### src/rtl/bus_arbiter_if.sv
// Signal bundle between the two bus masters, the memory bus and the arbiter.
// The arbiter connects through the slave modport. The masters and the bus together form the master side.
interface bus_arbiter_if #(
  parameter int AW = 32,
  parameter int DW = 32
);
  logic          m0_start;
  logic          m1_start;
  logic          m0_mode;
  logic          m1_mode;
  logic [AW-1:0] m0_addr;
  logic [AW-1:0] m1_addr;
  logic [DW-1:0] m0_wdata;
  logic [DW-1:0] m1_wdata;
  logic          m0_rdata_valid;
  logic          m1_rdata_valid;
  logic          m0_write_done;
  logic          m1_write_done;
  logic          m0_err;
  logic          m1_err;
  logic          BUS_start_transaction;
  logic          BUS_mode;
  logic [AW-1:0] BUS_ADDR;
  logic [DW-1:0] BUS_WDATA;
  logic          BUS_rdata_valid;
  logic          BUS_write_done;
  logic          grant;
  logic          busy;

  modport slave (
    input  m0_start, m1_start, m0_mode, m1_mode, m0_addr, m1_addr, m0_wdata, m1_wdata,
    input  BUS_rdata_valid, BUS_write_done,
    output m0_rdata_valid, m1_rdata_valid, m0_write_done, m1_write_done, m0_err, m1_err,
    output BUS_start_transaction, BUS_mode, BUS_ADDR, BUS_WDATA, grant, busy
  );

  modport master (
    output m0_start, m1_start, m0_mode, m1_mode, m0_addr, m1_addr, m0_wdata, m1_wdata,
    output BUS_rdata_valid, BUS_write_done,
    input  m0_rdata_valid, m1_rdata_valid, m0_write_done, m1_write_done, m0_err, m1_err,
    input  BUS_start_transaction, BUS_mode, BUS_ADDR, BUS_WDATA, grant, busy
  );
endinterface

### src/rtl/bus_arbiter.sv
// Round-robin arbiter that shares one memory bus between the CPU control unit (M0) and the loader/debug port (M1).
// Each master's request is latched. The bus runs one transaction at a time, and completion or a timeout error goes back to the owner.
module bus_arbiter #(
  parameter int AW      = 32,
  parameter int DW      = 32,
  parameter int TIMEOUT = 64
) (
  input  logic           clk,
  input  logic           rst_n,
  bus_arbiter_if.slave   bus
);
  localparam int CW = (TIMEOUT > 0) ? $clog2(TIMEOUT + 1) : 1;

  typedef enum logic [1:0] {IDLE, ISSUE, WAIT} state_t;

  state_t        r_state;
  logic [1:0]    r_pending;
  logic [1:0]    r_holdMode;
  logic [AW-1:0] r_holdAddr  [2];
  logic [DW-1:0] r_holdWdata [2];
  logic          r_lastGrant;
  logic          r_grant;
  logic          r_busy;
  logic          r_busStart;
  logic          r_busMode;
  logic [AW-1:0] r_busAddr;
  logic [DW-1:0] r_busWdata;
  logic [1:0]    r_err;
  logic [CW-1:0] r_count;

  logic [1:0]    w_start;
  logic [1:0]    w_mode;
  logic [AW-1:0] w_addr  [2];
  logic [DW-1:0] w_wdata [2];
  logic [1:0]    w_release;
  logic [1:0]    w_accept;
  logic          w_inWait;
  logic          w_rdDone;
  logic          w_wrDone;
  logic          w_complete;
  logic          w_timeout;
  logic          w_winner;

  assign w_start    = {bus.m1_start, bus.m0_start};
  assign w_mode     = {bus.m1_mode, bus.m0_mode};
  assign w_addr[0]  = bus.m0_addr;
  assign w_addr[1]  = bus.m1_addr;
  assign w_wdata[0] = bus.m0_wdata;
  assign w_wdata[1] = bus.m1_wdata;

  assign w_inWait   = (r_state == WAIT);
  assign w_rdDone   = w_inWait && !r_busMode && bus.BUS_rdata_valid;
  assign w_wrDone   = w_inWait &&  r_busMode && bus.BUS_write_done;
  assign w_complete = w_rdDone || w_wrDone;
  assign w_timeout  = w_inWait && !w_complete && (TIMEOUT != 0) && (r_count == CW'(TIMEOUT - 1));

  // A master may re-request in the very cycle its previous transaction retires.
  assign w_release  = {(w_complete || w_timeout) &&  r_grant,
                       (w_complete || w_timeout) && !r_grant};
  assign w_accept   = w_start & (~r_pending | w_release);
  assign w_winner   = (r_pending == 2'b11) ? ~r_lastGrant : r_pending[1];

  always_ff @(posedge clk) begin
    for (int i = 0; i < 2; i++) begin
      if (w_accept[i]) begin
        r_holdMode[i]  <= w_mode[i];
        r_holdAddr[i]  <= w_addr[i];
        r_holdWdata[i] <= w_wdata[i];
      end
    end
  end

  always_ff @(posedge clk or negedge rst_n) begin
    if (!rst_n) r_pending <= '0;
    else        r_pending <= (r_pending & ~w_release) | w_accept;
  end

  always_ff @(posedge clk or negedge rst_n) begin
    if (!rst_n) begin
      r_state     <= IDLE;
      r_lastGrant <= 1'b1;
      r_grant     <= 1'b0;
      r_busy      <= 1'b0;
      r_busStart  <= 1'b0;
      r_busMode   <= 1'b0;
      r_busAddr   <= '0;
      r_busWdata  <= '0;
      r_err       <= '0;
      r_count     <= '0;
    end else begin
      r_busStart <= 1'b0;
      r_err      <= '0;
      case (r_state)
        IDLE: begin
          if (|r_pending) begin
            r_grant    <= w_winner;
            r_busMode  <= r_holdMode[w_winner];
            r_busAddr  <= r_holdAddr[w_winner];
            r_busWdata <= r_holdWdata[w_winner];
            r_busStart <= 1'b1;
            r_busy     <= 1'b1;
            r_state    <= ISSUE;
          end
        end
        ISSUE: begin
          r_count <= '0;
          r_state <= WAIT;
        end
        WAIT: begin
          if (w_complete || w_timeout) begin
            r_err       <= {w_timeout && r_grant, w_timeout && !r_grant};
            r_lastGrant <= r_grant;
            r_busy      <= 1'b0;
            r_state     <= IDLE;
          end else begin
            r_count <= r_count + CW'(1);
          end
        end
        default: r_state <= IDLE;
      endcase
    end
  end

  // Completion pulses pass straight through, but only to the current owner.
  assign bus.m0_rdata_valid        = w_rdDone && !r_grant;
  assign bus.m1_rdata_valid        = w_rdDone &&  r_grant;
  assign bus.m0_write_done         = w_wrDone && !r_grant;
  assign bus.m1_write_done         = w_wrDone &&  r_grant;
  assign bus.m0_err                = r_err[0];
  assign bus.m1_err                = r_err[1];
  assign bus.BUS_start_transaction = r_busStart;
  assign bus.BUS_mode              = r_busMode;
  assign bus.BUS_ADDR              = r_busAddr;
  assign bus.BUS_WDATA             = r_busWdata;
  assign bus.grant                 = r_grant;
  assign bus.busy                  = r_busy;
endmodule
### src/flat_wrapper.sv
// flat-port wrapper written by rule: the top's interface ports become plain ports
module bus_arbiter_flat 
#(
  parameter int AW      = 32,
  parameter int DW      = 32,
  parameter int TIMEOUT = 64
)
  (clk, rst_n, bus_m0_start, bus_m1_start, bus_m0_mode, bus_m1_mode, bus_m0_addr, bus_m1_addr, bus_m0_wdata, bus_m1_wdata, bus_BUS_rdata_valid, bus_BUS_write_done, bus_m0_rdata_valid, bus_m1_rdata_valid, bus_m0_write_done, bus_m1_write_done, bus_m0_err, bus_m1_err, bus_BUS_start_transaction, bus_BUS_mode, bus_BUS_ADDR, bus_BUS_WDATA, bus_grant, bus_busy);
  bus_arbiter_if #(.AW(AW), .DW(DW)) bus_i ();
  input  logic clk;
  input  logic rst_n;
  input wire logic [$bits(bus_i.m0_start)-1:0] bus_m0_start;
  input wire logic [$bits(bus_i.m1_start)-1:0] bus_m1_start;
  input wire logic [$bits(bus_i.m0_mode)-1:0] bus_m0_mode;
  input wire logic [$bits(bus_i.m1_mode)-1:0] bus_m1_mode;
  input wire logic [$bits(bus_i.m0_addr)-1:0] bus_m0_addr;
  input wire logic [$bits(bus_i.m1_addr)-1:0] bus_m1_addr;
  input wire logic [$bits(bus_i.m0_wdata)-1:0] bus_m0_wdata;
  input wire logic [$bits(bus_i.m1_wdata)-1:0] bus_m1_wdata;
  input wire logic [$bits(bus_i.BUS_rdata_valid)-1:0] bus_BUS_rdata_valid;
  input wire logic [$bits(bus_i.BUS_write_done)-1:0] bus_BUS_write_done;
  output wire logic [$bits(bus_i.m0_rdata_valid)-1:0] bus_m0_rdata_valid;
  output wire logic [$bits(bus_i.m1_rdata_valid)-1:0] bus_m1_rdata_valid;
  output wire logic [$bits(bus_i.m0_write_done)-1:0] bus_m0_write_done;
  output wire logic [$bits(bus_i.m1_write_done)-1:0] bus_m1_write_done;
  output wire logic [$bits(bus_i.m0_err)-1:0] bus_m0_err;
  output wire logic [$bits(bus_i.m1_err)-1:0] bus_m1_err;
  output wire logic [$bits(bus_i.BUS_start_transaction)-1:0] bus_BUS_start_transaction;
  output wire logic [$bits(bus_i.BUS_mode)-1:0] bus_BUS_mode;
  output wire logic [$bits(bus_i.BUS_ADDR)-1:0] bus_BUS_ADDR;
  output wire logic [$bits(bus_i.BUS_WDATA)-1:0] bus_BUS_WDATA;
  output wire logic [$bits(bus_i.grant)-1:0] bus_grant;
  output wire logic [$bits(bus_i.busy)-1:0] bus_busy;
  assign bus_i.m0_start = bus_m0_start;
  assign bus_i.m1_start = bus_m1_start;
  assign bus_i.m0_mode = bus_m0_mode;
  assign bus_i.m1_mode = bus_m1_mode;
  assign bus_i.m0_addr = bus_m0_addr;
  assign bus_i.m1_addr = bus_m1_addr;
  assign bus_i.m0_wdata = bus_m0_wdata;
  assign bus_i.m1_wdata = bus_m1_wdata;
  assign bus_i.BUS_rdata_valid = bus_BUS_rdata_valid;
  assign bus_i.BUS_write_done = bus_BUS_write_done;
  assign bus_m0_rdata_valid = bus_i.m0_rdata_valid;
  assign bus_m1_rdata_valid = bus_i.m1_rdata_valid;
  assign bus_m0_write_done = bus_i.m0_write_done;
  assign bus_m1_write_done = bus_i.m1_write_done;
  assign bus_m0_err = bus_i.m0_err;
  assign bus_m1_err = bus_i.m1_err;
  assign bus_BUS_start_transaction = bus_i.BUS_start_transaction;
  assign bus_BUS_mode = bus_i.BUS_mode;
  assign bus_BUS_ADDR = bus_i.BUS_ADDR;
  assign bus_BUS_WDATA = bus_i.BUS_WDATA;
  assign bus_grant = bus_i.grant;
  assign bus_busy = bus_i.busy;
  bus_arbiter #(.AW(AW), .DW(DW), .TIMEOUT(TIMEOUT)) u_core (.clk(clk), .rst_n(rst_n), .bus(bus_i));
endmodule
### config.mk
export PLATFORM = sky130hd
export DESIGN_NAME = bus_arbiter_flat
export DESIGN_NICKNAME = d
export VERILOG_FILES = /design/src/rtl/bus_arbiter_if.sv /design/src/rtl/bus_arbiter.sv /design/src/flat_wrapper.sv
export SDC_FILE = /design/constraint.sdc
export NUM_CORES = 1
export LEC_CHECK = 0
export ABC_AREA = 1
export BUFFER_PORTS_ARGS = -buffer_cell sky130_fd_sc_hd__buf_2
export CAP_MARGIN = 20
export CORE_UTILIZATION = 30
export DETAILED_ROUTE_END_ITERATION = 8
export GPL_ROUTABILITY_DRIVEN = 0
export PLACE_DENSITY = 0.59
export SETUP_SLACK_MARGIN = 0.05
export SLEW_MARGIN = 20
export SYNTH_ARGS = -nofsm -noshare
export SYNTH_HDL_FRONTEND = slang
export SYNTH_SLANG_ARGS = --single-unit
### constraint.sdc
create_clock -name clk -period 6.7 [get_ports clk]
set_input_delay 1.34 -clock clk [delete_from_list [all_inputs] [get_ports clk]]
set_output_delay 1.34 -clock clk [all_outputs]
set_load 0.005 [all_outputs]
==> results.md, run 1 <==
- Detailed placement HPWL: roughly 12 mm
- Crit-path max cell delay: 0.13 ns
- Final hold violation count: 0
- Largest net degree at the start of global routing: 70
- Synth top area cells: edfxtp_1 (51%), dfrtp_1 (26%), nand2_1 (4.5%), o21ai_0 (4.3%), o21ai_1 (4.3%)
- Initial Util: between 30% and 40%
- Share of post-route cells with drive strength above 1: between 30% and 40%
- Max_slew headroom: 29.7%
- Asr flop ratio synth: about two fifths
- Share of the synthesized area in the top cell type: approximately half
- Die Y: ~160 um
- Yosys Warn Count: 0
- Count leader, synth: edfxtp_1
- Hold path cells: 2
- Post-CTS setup buffer count: 0
- WP data arrival: 1.91 ns
- Synth unique cells: 31
- RSZ-0062 raised after global routing: false
- First-pass GRT wire length: approximately 27 mm
- Post-synthesis sequential area ratio: 77.1%
- Leak: between 0.004 and 0.005 uW
- HP Start: u_core.bus.busy
- Worst slew pin tran: between 1 and 1.5 ns
- Drt pass-1 iters: 4
- Area grow syn2layout: 27.6%
- Pwr Total: roughly 4400 uW
- Final min period: between 3 and 4 ns
- Power Density: roughly 450 nW/um^2
- Max Fclk: just over 0.3 GHz
- Tcrit/Tclk final: between 40% and 50%
- Syn_nets: 728
- Top-level port count: 210
- Vias per cell: roughly 4.4
- CTS tree: built
- Worst Reg-to-Reg Cells: 8
- Sum Neg Setup Slack: 0 ns
- Max-cap violations: 0
- Dpl cells: 1107
- # rows: 58
- Skew final: roughly 0.017 ns
- EDFF count, synth: 130
- Routed vias: roughly 5000
- Die width: around 160 um
- Antenna violations before repair: 0
- Routed WL per cell: between 15 and 20 um
- Slowest CP cell: nor2_1
- Critical Path Fanout Max: 2
- CTS root buf: clkbuf_16
- Nets: 940
- Crit path buf inv count: 3
- Seq cells post-synth: around 210
- RR Endpoint: u_core.r_holdAddr[0][4]
- Die area: 26400 um^2
- Synth cell count leaders: edfxtp_1 (130), nand2_1 (93), dfrtp_1 (81), nor2_1 (80), o21ai_0 (67)
- CTS resizes: 0
- Dpl ws: about 2.8 ns
- Critical path's top delay family: buffers and inverters
- Top FF cell, synth: edfxtp_1
- Clk_lat worst skew: approximately 0.51 ns
- Final setup vio count: 0
- Max Transition Viols Final: 0
- Worst setup EP type: primary output
- Post-Syn Instances: between 500 and 600
- Worst-path cell chain: buf_2 -> nand2_1 -> nor2_1 -> inv_1 -> nor2_1 -> buf_2
- H-tree Lvls: 1
- Gr ovfl total: 0
- Fin cells: about 1200
- Post-CTS Hold Fix Bufs: 0
- Vias in the first global route: 4971
- Drt first-iter violations: 285
- IO buf count: approximately 210
- R2R setup slack: 3.57 ns
- # diodes: 0
- CTS Buf Count: 23
- Worst-path clk slew: 0.06 ns
- Data required, critical path: about 5.4 ns
- Clk buf depth: 3
- Status: completed
- Core Area: 25200 um^2
- Worst reg2reg path startpoint: u_core.r_count[0]
- Global Route Usage Sum: 13.3%
- Critical path type: in -> out
- Peak VDD IR: 0.305 mV
- DRT Wirelength: 17.8 mm
- WHS Endpoint: u_core.bus.busy
- CP Launch Type: input port
- Final WS setup: ~3.4 ns
- Clk sink count: around 210
- Syn avg cell area: 13.1 um^2
- DRT antenna net count: 0
- HP Class: reg -> reg
- Mapped Area: 7720 um^2
- Most area-hungry cell type in the Yosys netlist: edfxtp_1
- DRC: 0
## layout make-up
class                   instances  area [um^2]
multi-input cells             336         1550
clock inverters                 9          124
repair buffers                216         1120
fillers                      2396        15300
flip-flops and latches        212         5960
well taps                     330          413
clock buffers                  33          633
inverters                      14         53.8
## how the worst max path moves through the flow
stage                              startpoint                       to  slack, ns  depth (start not counted)
after detailed placement   bus_BUS_write_done  u_core.r_holdAddr[1][1]       2.82                          8
after global placement     bus_BUS_write_done  u_core.r_holdAddr[1][1]       2.91                          8
final                     bus_BUS_rdata_valid       bus_m1_rdata_valid       3.45                          6
after CTS                  bus_BUS_write_done  u_core.r_holdAddr[1][1]       3.35                          8
after global routing      bus_BUS_rdata_valid  u_core.r_holdAddr[0][1]       3.25                          8
after floorplan            bus_BUS_write_done  u_core.r_holdAddr[0][0]       1.28                          6
## worst reg2reg max path, delay by kind of cell (launching register included)
family	cells	cell delay (ns)
flops	1	0.43
buf+inv	1	0.57
simple gates	4	0.50
compound gates	2	1.04
fa+ha+maj	1	0.21
## per-layer routing
layer	global-route usage, %	vias up	part of all wire [%]
met5	0	-	0
met1	16.7	2330	42
met4	3.90	0	2.6
met3	3.72	28	7.7
met2	22.4	181	47
li1	-	2473	-
## where the power goes
part	total (uW)	internal [uW]	leakage [uW]	switching, uW
Combinational	1230	427	0.00154	798
Clock	1270	773	0.000374	493
Sequential	1910	1750	0.00218	162
## cell families (layout without fill, tap and decap cells)
| kind of cell | count (synthesis) | after routing | synth area share (%) |
|---|---|---|---|
| compound gates | 139 | 139 | 9.14 |
| xor+xnor | 2 | 2 | 0.227 |
| fa+ha+maj | 1 | 1 | 0.162 |
| buf+inv | 43 | 272 | 3.09 |
| flops | 212 | 212 | 77.1 |
| simple gates | 194 | 194 | 10.3 |
## stage by stage
step | area (um^2) | utilization (%) | hold WS (ns)
3_5_place_dp | 9070 | 36.0 | 0.467
2_1_floorplan | 7720 | - | 0.464
4_1_cts | 9830 | 39.0 | 0.483
5_1_grt | 9850 | 39.1 | 0.507
6_report | 9850 | 39.1 | 0.469
3_3_place_gp | 9070 | 36.0 | 0.452
## cell usage in the layout (no fill, tap or decap), types with 2 or more instances in the layout
| cell | netlist | final |
|---|---|---|
| a21oi_4 | 0 | 2 |
| buf_2 | 16 | 208 |
| buf_4 | 1 | 7 |
| bufinv_16 | 0 | 3 |
| clkbuf_1 | 4 | 8 |
| clkbuf_16 | 0 | 23 |
| clkbuf_8 | 0 | 2 |
| clkinv_2 | 0 | 6 |
| dfrtp_1 | 81 | 81 |
| edfxtp_1 | 130 | 130 |
| inv_1 | 12 | 12 |
| nand2_1 | 93 | 92 |
| nand2_2 | 2 | 3 |
| nand2_4 | 2 | 2 |
| nand3_1 | 11 | 11 |
| nor2_1 | 80 | 80 |
| o21ai_0 | 67 | 67 |
| o21ai_1 | 66 | 66 |
## state kept, by name, indices dropped and copies added, names as in the netlist
register and count:
u_core.bus.BUS_ADDR 32, u_core.bus.BUS_WDATA 32, u_core.bus.BUS_mode 1, u_core.bus.BUS_start_transaction 1, u_core.bus.busy 1, u_core.bus.grant 1, u_core.r_count 7, u_core.r_err 2
u_core.r_holdAddr 64, u_core.r_holdMode 2, u_core.r_holdWdata 64, u_core.r_lastGrant 1, u_core.r_pending 2, u_core.r_state 2
No activity file was read; power rests on OpenSTA's default activity.
==> inputs of run 2 (changes only) <==
PLACE_DENSITY = 0.6   (was 0.59)
clock period = 2.7 ns   (was 6.7 ns; I/O delays follow)
==> results.md, run 2 (synthesis gave the netlist of run 1 again) <==
- Power Density: 1120 nW/um^2 (+150%)
- First-pass GRT wire length: 28.4 mm (+4.4%)
- RSZ-0062 raised after global routing: false
- Worst-path cell chain: ha_2 -> nand2_2 -> nor2_4 -> nand2_2 -> o21ai_2 -> nand2_2 -> a21oi_4 -> buf_4
- R2R setup slack: 0.41 ns (-3.16 ns)
- Fin area: 9930 um^2 (+0.77%)
- Tcrit/Tclk final: roughly 85%
- # diodes: 0 (unchanged)
- Most used cell, CP: nand2_2
- Critical path type: reg -> reg
- Crit-path max cell delay: 0.43 ns (+0.30 ns)
- Post-CTS Hold Fix Bufs: 0 (unchanged)
- Max Transition Viols Final: 0 (unchanged)
- Register Area: 5960 um^2 (unchanged)
- Sum Neg Setup Slack: 0 ns (unchanged)
- CTS resizes: 0 (unchanged)
- Nets: 943 (+0.32%)
- Vias in the first global route: 5123 (+3.1%)
- Crit. Startpoint: u_core.r_count[0]
- Global Route Usage Sum: 14.0% (+0.71 points)
- Dpl cells: 1110 (+0.27%)
- Die area: 26400 um^2 (unchanged)
- Worst reg2reg path startpoint: u_core.r_count[0]
- Commonest non-fill, non-tap cell in the layout: buf_2
- Die Y: 162 um (unchanged)
- RR Endpoint: u_core.r_holdAddr[1][0]
- HP Class: in -> async
- Final hold violation count: 0 (unchanged)
- Top-level port count: 210 (unchanged)
- WP data arrival: 2.45 ns (+0.54 ns)
- Routed WL per cell: 16.0 um (+3.6%)
- Slowest CP cell: dfrtp_1
- Worst Setup EP: u_core.r_holdAddr[1][0]
- Final min period: around 2.3 ns
- Leak: 0.00413 uW (+0.79%)
- Post-DP Area: 9150 um^2 (+0.94%)
- # rows: 58 (unchanged)
- Skew final: 0.0149 ns (-0.00251 ns)
- Drt first-iter violations: 237 (-17%)
- Share of post-route cells with drive strength above 1: 33.2% (+0.85 points)
- Max Fclk: 0.437 GHz
- Fin cells: 1153 (+0.26%)
- Max-cap violations: 0 (unchanged)
- DRC: 0 (unchanged)
- CTS Buf Count: 24 (+4.3%)
- Peak VDD IR: 0.588 mV (+93%)
- Vias per cell: 4.40 (+0.85%)
- Clk buf depth: 3 (unchanged)
- DRT Wirelength: 18.4 mm (+3.9%)
- Multi-input logic area: 1560 um^2 (+0.64%)
- Final setup vio count: 0 (unchanged)
- Fill cell count: 2434 (+1.6%)
- Clk sink count: 212 (unchanged)
- Post-CTS setup buffer count: 0 (unchanged)
- Max_slew headroom: 45.9% (+16 points)
- Highest-count cells in the layout ignoring fill and taps: buf_2 (208), edfxtp_1 (130), nand2_1 (89), dfrtp_1 (81), nor2_1 (80)
- Status: completed
- Pwr Total: 11100 uW (+150%)
- Die width: 162 um (unchanged)
- Critical Path Fanout Max: 31 (+29)
- Routed vias: 5068 (+1.1%)
- Detailed placement HPWL: 11.5 mm (-0.12%)
- IO buf count: 209 (unchanged)
- CTS root buf: clkbuf_16
- CP Launch Type: flop
- Clk_lat worst skew: 0.52 ns (about the same)
- Initial Util: 30.7% (unchanged)
- Data required, critical path: 2.86 ns (-2.50 ns)
- Largest registers: u_core.r_holdAddr: 64 flops, u_core.r_holdWdata: 64 flops
- Area grow syn2layout: 28.6%
- H-tree Lvls: 1 (unchanged)
- Gr ovfl total: 0 (unchanged)
- Worst Reg-to-Reg Cells: 8 (unchanged)
- CTS tree: built
- Util after Layout: 39.4% (+0.30 points)
- Largest net degree at the start of global routing: 70 (unchanged)
- Worst-path clk slew: 0.06 ns (about the same)
- Worst setup EP type: flop
- Drt pass-1 iters: 4 (unchanged)
- DRT antenna net count: 0 (unchanged)
- Core Area: 25200 um^2 (unchanged)
- Antenna violations before repair: 0 (unchanged)
- Worst slew pin tran: 0.811 ns (-0.241 ns)
run 2: cell count changes in the layout (fill, tap and decap cells not counted), sizes merged:
cell / previous run / this run
clkbuf: 33 / 28
clkinv: 6 / 11
buf: 216 / 218
inv: 14 / 15
run 2: worst min-delay path by stage:
stage	depth (start not counted)	end
after floorplan	0	u_core.bus.BUS_ADDR[0]
after global placement	2	u_core.bus.BUS_WDATA[17]
after detailed placement	2	u_core.bus.BUS_ADDR[15]
after CTS	1	u_core.bus.BUS_ADDR[19]
after global routing	1	u_core.bus.BUS_WDATA[31]
final	1	u_core.bus.BUS_ADDR[19]
run 2: worst max-delay path, delay by kind of cell, from the launching register on:
family | cells | cell delay [ns]
fa+ha+maj | 1 | 0.22
flops | 1 | 0.43
compound gates | 2 | 0.40
simple gates | 4 | 0.42
buf+inv | 1 | 0.43
run 2: cell type report:
cell class / count / share of cell area [%]
sequential: 212 / 60.0
multi-input combinational: 336 / 15.7
timing repair buffer: 218 / 11.7
clock buffer: 28 / 6.20
tap: 330 / 4.16
clock inverter: 15 / 1.63
inverter: 14 / 0.554
run 2: metal layers:
| layer | vias up | track usage, % | wire, um |
|---|---|---|---|
| li1 | 2486 | - | - |
| met1 | 2398 | 17.9 | 7960 |
| met2 | 157 | 23.9 | 9040 |
| met3 | 27 | 2.80 | 1010 |
| met4 | 0 | 4.37 | 436 |
| met5 | - | 0 | 0 |
run 2: power by group:
group          internal, uW  switching, uW
Combinational          1110           2030
Sequential             4350            403
Clock                  1920           1280
Total                  7380           3720
run 2: per-stage QoR:
stage               hold slack [ns]  setup WS, ns
CTS                          0.0437         0.384
floorplan                     0.244       0.00666
detailed placement            0.474         0.390
global route                 0.0654         0.215
finish                       0.0395         0.411
global placement              0.468         0.456
